## config.mk

```make
export PLATFORM = sky130hd
export DESIGN_NAME = uart_rom_loader
export DESIGN_NICKNAME = d
export VERILOG_FILES = /design/src/rtl/uart_rom_loader_pkg.sv /design/src/rtl/uart_rom_loader_rx.sv /design/src/rtl/uart_rom_loader.sv
export SDC_FILE = /design/constraint.sdc
export NUM_CORES = 1
export LEC_CHECK = 0
export CORE_MARGIN = 2
export CORE_UTILIZATION = 40
export CTS_CLUSTER_DIAMETER = 100
export DETAILED_ROUTE_END_ITERATION = 10
export PLACE_DENSITY = 0.59
export SLEW_MARGIN = 30
export SYNTH_ARGS = -nofsm -noshare
export SYNTH_HDL_FRONTEND = slang
export SYNTH_HIERARCHICAL = 1
export SYNTH_SLANG_ARGS = --single-unit
```

## constraint.sdc

```tcl
create_clock -name clk -period 2.1 [get_ports clk]
set_input_delay 0.315 -clock clk [delete_from_list [all_inputs] [get_ports clk]]
set_output_delay 0.315 -clock clk [all_outputs]
set_load 0.05 [all_outputs]
```

## src/rtl/uart_rom_loader_pkg.sv

```systemverilog
// Shared definitions for the UART boot loader.
//   SYNC_BYTE      : frame start marker
//   UART_DATA_BITS : data bits per 8N1 character
//   ldr_state_t    : loader FSM encoding
//   rx_state_t     : UART receiver FSM encoding
package uart_rom_loader_pkg;

  localparam logic [7:0] SYNC_BYTE      = 8'hA5;
  localparam int         UART_DATA_BITS = 8;

  typedef enum logic [2:0] {
    ST_IDLE  = 3'd0,
    ST_LEN_L = 3'd1,
    ST_LEN_H = 3'd2,
    ST_DATA  = 3'd3,
    ST_CHK   = 3'd4,
    ST_DONE  = 3'd5,
    ST_ERR   = 3'd6
  } ldr_state_t;

  typedef enum logic [1:0] {
    RX_IDLE  = 2'd0,
    RX_START = 2'd1,
    RX_DATA  = 2'd2,
    RX_STOP  = 2'd3
  } rx_state_t;

endpackage

```

## src/rtl/uart_rom_loader_rx.sv

```systemverilog
// 8N1 UART receiver.
//   clk, rst (async, active-low)
//   rxd      : raw serial input, idle high
//   rx_valid : one-cycle strobe per received character
//   rx_data  : received byte, valid with rx_valid
//   rx_ferr  : stop bit was sampled low, valid with rx_valid
module uart_rx
  import uart_rom_loader_pkg::*;
#(
  parameter int CLKS_PER_BIT = 434
) (
  input  logic       clk,
  input  logic       rst,
  input  logic       rxd,
  output logic       rx_valid,
  output logic [7:0] rx_data,
  output logic       rx_ferr
);

  localparam int               CNT_W   = $clog2(CLKS_PER_BIT) + 1;
  localparam logic [CNT_W-1:0] HALF_M1 = CNT_W'(CLKS_PER_BIT / 2 - 1);
  localparam logic [CNT_W-1:0] FULL_M1 = CNT_W'(CLKS_PER_BIT - 1);
  localparam logic [2:0]       LAST_BIT = 3'(UART_DATA_BITS - 1);

  logic             sync1_q, sync2_q, prev_q;
  rx_state_t        state_q, state_d;
  logic [CNT_W-1:0] cnt_q, cnt_d;
  logic [2:0]       bit_idx_q, bit_idx_d;
  logic [7:0]       shift_q, shift_d;
  logic             valid_q, valid_d;
  logic [7:0]       data_q, data_d;
  logic             ferr_q, ferr_d;

  always_comb begin
    state_d   = state_q;
    cnt_d     = cnt_q + 1'b1;
    bit_idx_d = bit_idx_q;
    shift_d   = shift_q;
    valid_d   = 1'b0;
    data_d    = data_q;
    ferr_d    = ferr_q;
    case (state_q)
      RX_IDLE: begin
        cnt_d = '0;
        if (!sync2_q && prev_q) state_d = RX_START;
      end
      // Re-check the line mid start bit so short glitches are rejected.
      RX_START: begin
        if (cnt_q == HALF_M1) begin
          cnt_d     = '0;
          bit_idx_d = '0;
          state_d   = sync2_q ? RX_IDLE : RX_DATA;
        end
      end
      RX_DATA: begin
        if (cnt_q == FULL_M1) begin
          cnt_d     = '0;
          shift_d   = {sync2_q, shift_q[7:1]};
          bit_idx_d = bit_idx_q + 1'b1;
          if (bit_idx_q == LAST_BIT) state_d = RX_STOP;
        end
      end
      RX_STOP: begin
        if (cnt_q == FULL_M1) begin
          cnt_d   = '0;
          valid_d = 1'b1;
          data_d  = shift_q;
          ferr_d  = ~sync2_q;
          state_d = RX_IDLE;
        end
      end
      default: state_d = RX_IDLE;
    endcase
  end

  always_ff @(posedge clk or negedge rst) begin
    if (!rst) begin
      sync1_q   <= 1'b1;
      sync2_q   <= 1'b1;
      prev_q    <= 1'b1;
      state_q   <= RX_IDLE;
      cnt_q     <= '0;
      bit_idx_q <= '0;
      shift_q   <= '0;
      valid_q   <= 1'b0;
      data_q    <= '0;
      ferr_q    <= 1'b0;
    end else begin
      sync1_q   <= rxd;
      sync2_q   <= sync1_q;
      prev_q    <= sync2_q;
      state_q   <= state_d;
      cnt_q     <= cnt_d;
      bit_idx_q <= bit_idx_d;
      shift_q   <= shift_d;
      valid_q   <= valid_d;
      data_q    <= data_d;
      ferr_q    <= ferr_d;
    end
  end

  assign rx_valid = valid_q;
  assign rx_data  = data_q;
  assign rx_ferr  = ferr_q;

endmodule

```

## src/rtl/uart_rom_loader.sv

```systemverilog
// Boot-time image loader: receives a framed image over UART and writes it
// into the instruction ROM, holding the core in reset until the image
// checksum has been verified.
//   clk, rst (async, active-low), rxd : clock, reset, serial input
//   rom_we, rom_addr, rom_wdata       : ROM write port (one pulse per word)
//   core_rst_n                        : core reset, released on success
//   load_done, load_err               : sticky status flags
module uart_rom_loader
  import uart_rom_loader_pkg::*;
#(
  parameter int CLK_FREQ = 50_000_000,
  parameter int BAUD     = 115_200,
  parameter int ADDR_W   = 12
) (
  input  logic              clk,
  input  logic              rst,
  input  logic              rxd,
  output logic              rom_we,
  output logic [ADDR_W-1:0] rom_addr,
  output logic [31:0]       rom_wdata,
  output logic              core_rst_n,
  output logic              load_done,
  output logic              load_err
);

  localparam int          CLKS_PER_BIT = CLK_FREQ / BAUD;
  localparam logic [16:0] CAPACITY     = 17'd1 << ADDR_W;

  logic       rx_valid;
  logic [7:0] rx_data;
  logic       rx_ferr;

  uart_rx #(.CLKS_PER_BIT(CLKS_PER_BIT)) u_rx (
    .clk      (clk),
    .rst      (rst),
    .rxd      (rxd),
    .rx_valid (rx_valid),
    .rx_data  (rx_data),
    .rx_ferr  (rx_ferr)
  );

  ldr_state_t        state_q, state_d;
  logic [15:0]       len_q, len_d;
  logic [ADDR_W:0]   word_cnt_q, word_cnt_d;
  logic [1:0]        byte_idx_q, byte_idx_d;
  logic [23:0]       asm_q, asm_d;
  logic [7:0]        xor_q, xor_d;
  logic              rom_we_q, rom_we_d;
  logic [ADDR_W-1:0] rom_addr_q, rom_addr_d;
  logic [31:0]       rom_wdata_q, rom_wdata_d;
  logic              core_rst_n_q, core_rst_n_d;
  logic              load_done_q, load_done_d;
  logic              load_err_q, load_err_d;

  logic [15:0]     len_full;
  logic [ADDR_W:0] word_cnt_nxt;
  logic            sync_rx;

  assign len_full     = {rx_data, len_q[7:0]};
  assign word_cnt_nxt = word_cnt_q + 1'b1;
  assign sync_rx      = rx_valid && !rx_ferr && (rx_data == SYNC_BYTE);

  always_comb begin
    state_d      = state_q;
    len_d        = len_q;
    word_cnt_d   = word_cnt_q;
    byte_idx_d   = byte_idx_q;
    asm_d        = asm_q;
    xor_d        = xor_q;
    rom_we_d     = 1'b0;
    rom_addr_d   = rom_addr_q;
    rom_wdata_d  = rom_wdata_q;
    core_rst_n_d = core_rst_n_q;
    load_done_d  = load_done_q;
    load_err_d   = load_err_q;
    case (state_q)
      ST_IDLE, ST_ERR: begin
        // A sync byte (re)starts a frame; framing errors here are ignored.
        if (sync_rx) begin
          state_d    = ST_LEN_L;
          load_err_d = 1'b0;
          xor_d      = '0;
          word_cnt_d = '0;
          byte_idx_d = '0;
        end
      end
      ST_LEN_L, ST_LEN_H, ST_DATA, ST_CHK: begin
        if (rx_valid && rx_ferr) begin
          state_d    = ST_ERR;
          load_err_d = 1'b1;
        end else if (rx_valid) begin
          case (state_q)
            ST_LEN_L: begin
              len_d[7:0] = rx_data;
              state_d    = ST_LEN_H;
            end
            ST_LEN_H: begin
              len_d[15:8] = rx_data;
              if ({1'b0, len_full} > CAPACITY) begin
                state_d    = ST_ERR;
                load_err_d = 1'b1;
              end else if (len_full == 16'd0) begin
                state_d = ST_CHK;
              end else begin
                state_d    = ST_DATA;
                word_cnt_d = '0;
                byte_idx_d = '0;
              end
            end
            ST_DATA: begin
              xor_d      = xor_q ^ rx_data;
              byte_idx_d = byte_idx_q + 2'd1;
              case (byte_idx_q)
                2'd0: asm_d[7:0]   = rx_data;
                2'd1: asm_d[15:8]  = rx_data;
                2'd2: asm_d[23:16] = rx_data;
                default: begin
                  rom_we_d    = 1'b1;
                  rom_addr_d  = word_cnt_q[ADDR_W-1:0];
                  rom_wdata_d = {rx_data, asm_q};
                  word_cnt_d  = word_cnt_nxt;
                  if (17'(word_cnt_nxt) == {1'b0, len_q}) state_d = ST_CHK;
                end
              endcase
            end
            default: begin
              if (rx_data == xor_q) begin
                state_d      = ST_DONE;
                load_done_d  = 1'b1;
                core_rst_n_d = 1'b1;
              end else begin
                state_d    = ST_ERR;
                load_err_d = 1'b1;
              end
            end
          endcase
        end
      end
      ST_DONE: ;
      default: state_d = ST_IDLE;
    endcase
  end

  always_ff @(posedge clk or negedge rst) begin
    if (!rst) begin
      state_q      <= ST_IDLE;
      len_q        <= '0;
      word_cnt_q   <= '0;
      byte_idx_q   <= '0;
      asm_q        <= '0;
      xor_q        <= '0;
      rom_we_q     <= 1'b0;
      rom_addr_q   <= '0;
      rom_wdata_q  <= '0;
      core_rst_n_q <= 1'b0;
      load_done_q  <= 1'b0;
      load_err_q   <= 1'b0;
    end else begin
      state_q      <= state_d;
      len_q        <= len_d;
      word_cnt_q   <= word_cnt_d;
      byte_idx_q   <= byte_idx_d;
      asm_q        <= asm_d;
      xor_q        <= xor_d;
      rom_we_q     <= rom_we_d;
      rom_addr_q   <= rom_addr_d;
      rom_wdata_q  <= rom_wdata_d;
      core_rst_n_q <= core_rst_n_d;
      load_done_q  <= load_done_d;
      load_err_q   <= load_err_d;
    end
  end

  assign rom_we     = rom_we_q;
  assign rom_addr   = rom_addr_q;
  assign rom_wdata  = rom_wdata_q;
  assign core_rst_n = core_rst_n_q;
  assign load_done  = load_done_q;
  assign load_err   = load_err_q;

endmodule
```

==> flow_metrics.env <==
export IMPL_status="finished clean"
export IMPL_ioPinCount=51
export IMPL_placed_cells=982
export IMPL_irDropWorstVdd_uv=659
export IMPL_grt_pass1_wl_um=26600
export IMPL_synth_async_reset_ratio_pct=100
export IMPL_crit_chain="ha_4 > nand3_2 > or4b_1 > a211o_1 > o311a_1 > nor4_4 > o21ba_1"
export IMPL_finalHoldViolCount=0
export IMPL_drt_wl_total_um=16000
export IMPL_crit_family="simple AND/OR/NAND/NOR gates"
export IMPL_rr_endpoint="state_q[2]"
export IMPL_path_clk_slew_ns=0.06
export IMPL_h_tree_depth=4
export IMPL_fin_worst_skew_ns=0.00878
export IMPL_setup_viol=0
export IMPL_maxSlewViolCount=0
export IMPL_r2r_slack_ns=0.03
export IMPL_cap_violations=0
export IMPL_synth_ff_type="dfrtp_1"
export IMPL_cp_required_ns=2.46
export IMPL_seq_area_um2=3730
export IMPL_diodes=0
export IMPL_drt_iter0_markers=301
export IMPL_drc_errors=0
export IMPL_synth_edf_count=0
export IMPL_die_w_um=137
export IMPL_r2r_start="word_cnt_q[1]"
export IMPL_numCtsBuffers=17
export IMPL_fillers=1532
export IMPL_antenna_found_initial=0
export IMPL_clock_sinks=149
export IMPL_synth_warnings=6
export IMPL_arrival_ns=2.44
export IMPL_grt_pass1_vias=5298
export IMPL_synth_seq_cells=149
export IMPL_syn_area_per_cell_um2=10.3
export IMPL_fmax_ghz=0.482
export IMPL_end_kind="flop"
export IMPL_grt_ovfl_total=0
export IMPL_leakagePower_nw=4.35
export IMPL_core_area_um2=17300
export IMPL_grt_max_degree=59
export IMPL_final_cells=1021
export IMPL_worst_path_buf_inv=0
export IMPL_cts_tree="yes"
export IMPL_final_common_cell="nand2_1"
export IMPL_fp_dieH_um=137
export IMPL_dp_hpwl_um=11100
export IMPL_cp_start_kind="flop"
export IMPL_hold_path_class="primary input to flop"
export IMPL_min_period_ns=2.07
export IMPL_grtUsageTotal_pct=18.3
export IMPL_whs_endpoint="u_rx/sync1_q"
export IMPL_initial_core_util_pct=40.9
export IMPL_cp_slowest_stage_delay_ns=0.50
export IMPL_synthCells=688
export IMPL_ctsLongestPathBuffers=2
export IMPL_syn_area_um2=7070
export IMPL_multi_input_area_um2=3210
export IMPL_syn_to_final_growth_pct=26.8
export IMPL_fin_util_pct=51.8
export IMPL_gp_congestion=0.923
export IMPL_r2r_cells=7
export IMPL_final_cell_mix="163 x nand2_1, 145 x dfrtp_1, 57 x buf_4"
export IMPL_seq_area_frac_synth_pct=52.8
export IMPL_p_per_area_nw_per_um2=746
export IMPL_clock_root_buffer="clkbuf_16"
export IMPL_power_mw=6.69
export IMPL_vias=5351
export IMPL_min_delay_start="rxd"
export IMPL_portBuffers=50
export IMPL_synth_cell_types=63
export IMPL_worstSetupStartpoint="word_cnt_q[1]"
export IMPL_ant_nets=0
export IMPL_drive_gt1_share_pct=23.7
export IMPL_max_slew_margin_rel_pct=61.1
export IMPL_wire_per_inst_um=15.7
export IMPL_critical_path_slowest_cell="or4b_1"
export IMPL_rsz0062_at_grt="true"
export IMPL_synth_fp_nets=701
export IMPL_setup_worst_path_class="flop to flop"
export IMPL_worst_slew_pin_slew_ns=0.579
export IMPL_rows=48
export IMPL_fin_nets=796
export IMPL_avgViaCountPerCell=5.24
export IMPL_clkLatencyLatePin_ns=0.43
export IMPL_drt_pass1_iter_count=4
export IMPL_hold_path_depth=1
export IMPL_fp_dieArea_um2=18800
export IMPL_critPathMaxFanout=5
export IMPL_final_period_utilization_pct=98.7
==> worst register-to-register path, stage by stage (launching register included) <==
cell and delay (ns):
dfrtp_2 0.41, ha_4 0.15, nand3_2 0.08, or4b_1 0.50, a211o_1 0.30, o311a_1 0.15, nor4_4 0.24, o21ba_1 0.19
==> logic make-up after synthesis <==
logic type,share of synthesized area (%)
and+or+nand+nor,19.6
DFF,52.8
AOI/OAI and AO/OA,8.60
muxes,10.3
buffers and inverters,3.18
xor gates and xnor gates,3.84
adders and majority gates,1.77
==> report_power, final <==
group,total [mW],internal [mW],switching (mW)
clock network,3.40,2.16,1.25
logic,0.273,0.106,0.166
registers,3.01,2.92,0.0893
==> area by class of cell <==
type                    count  share of cell area (%)
inverters                  16                   0.670
clock buffers              18                    4.90
flip-flops and latches    149                    41.6
clock inverters            14                    2.51
well taps                 225                    3.14
repair buffers            113                    11.4
multi-input cells         486                    35.7
==> flip-flops by register name (all words and copies together) (netlist names), 2 cells and up, named ones only <==
signal          cells
byte_idx_q          2
u_rx/shift_q        8
u_rx/cnt_q         10
len_q              16
u_rx/rx_data        8
asm_q              24
state_q             3
word_cnt_q         13
xor_q               8
rom_addr           12
u_rx/bit_idx_q      3
rom_wdata          32
==> cells in the mapped netlist (all sizes together) (6+ instances only) <==
library cell / n / area share [%]
nand2: 164 / 8.7
dfrtp: 146 / 52
mux2: 57 / 9.6
o21ai: 39 / 2.8
nor2: 38 / 2.1
clkbuf: 26 / 1.4
nand3: 19 / 1.7
xnor2: 18 / 2.2
inv: 16 / 0.85
nand4: 14 / 1.5
xor2: 13 / 1.6
a21oi: 12 / 0.85
nor3: 12 / 0.85
buf: 11 / 0.94
ha: 10 / 1.8
and3: 8 / 0.78
a31oi: 7 / 0.83
o31ai: 7 / 0.74
nor4: 6 / 0.74
==> stage by stage <==
stage / cell area (µm²) / hold slack [ns] / worst slack (ns) / setup TNS [ns]
after detailed placement: 8170 / 0.335 / -0.0332 / -0.0420
after global routing: 8970 / 0.301 / -0.0558 / -0.236
final: 8970 / 0.298 / 0.0268 / 0
after floorplan: 7090 / 0.0194 / 0.0203 / 0
after global placement: 8170 / 0.328 / 0.0286 / 0
after CTS: 8850 / 0.277 / 0.0120 / 0
==> metal layers <==
metal  vias to the layer above  track usage (%)  part of all wire, %
li1                       2566                -                    -
met1                      2690             23.6                   46
met2                        76             30.1                   50
met3                        19             3.59                  2.5
met4                         0             7.45                  1.6
met5                         -                0                    0
==> repair_timing <==
action                     in CTS  in global routing
resized for setup               1                 23
hold endpoints to repair       49                  0
pin swaps                       0                 10
buffers inserted                1                  4
gates cloned                    0                  1
setup endpoints to repair       3                 15
hold buffers                    1                  0
==> worst max-delay path by stage <==
stage	end	slack [ns]	depth (start not counted)
3_5_place_dp	state_q[1]	-0.03	7
3_3_place_gp	state_q[1]	0.03	7
6_report	state_q[2]	0.03	7
2_1_floorplan	state_q[1]	0.02	7
5_1_grt	state_q[2]	-0.06	7
4_1_cts	state_q[1]	0.01	7
No activity file was read; power rests on OpenSTA's default activity.
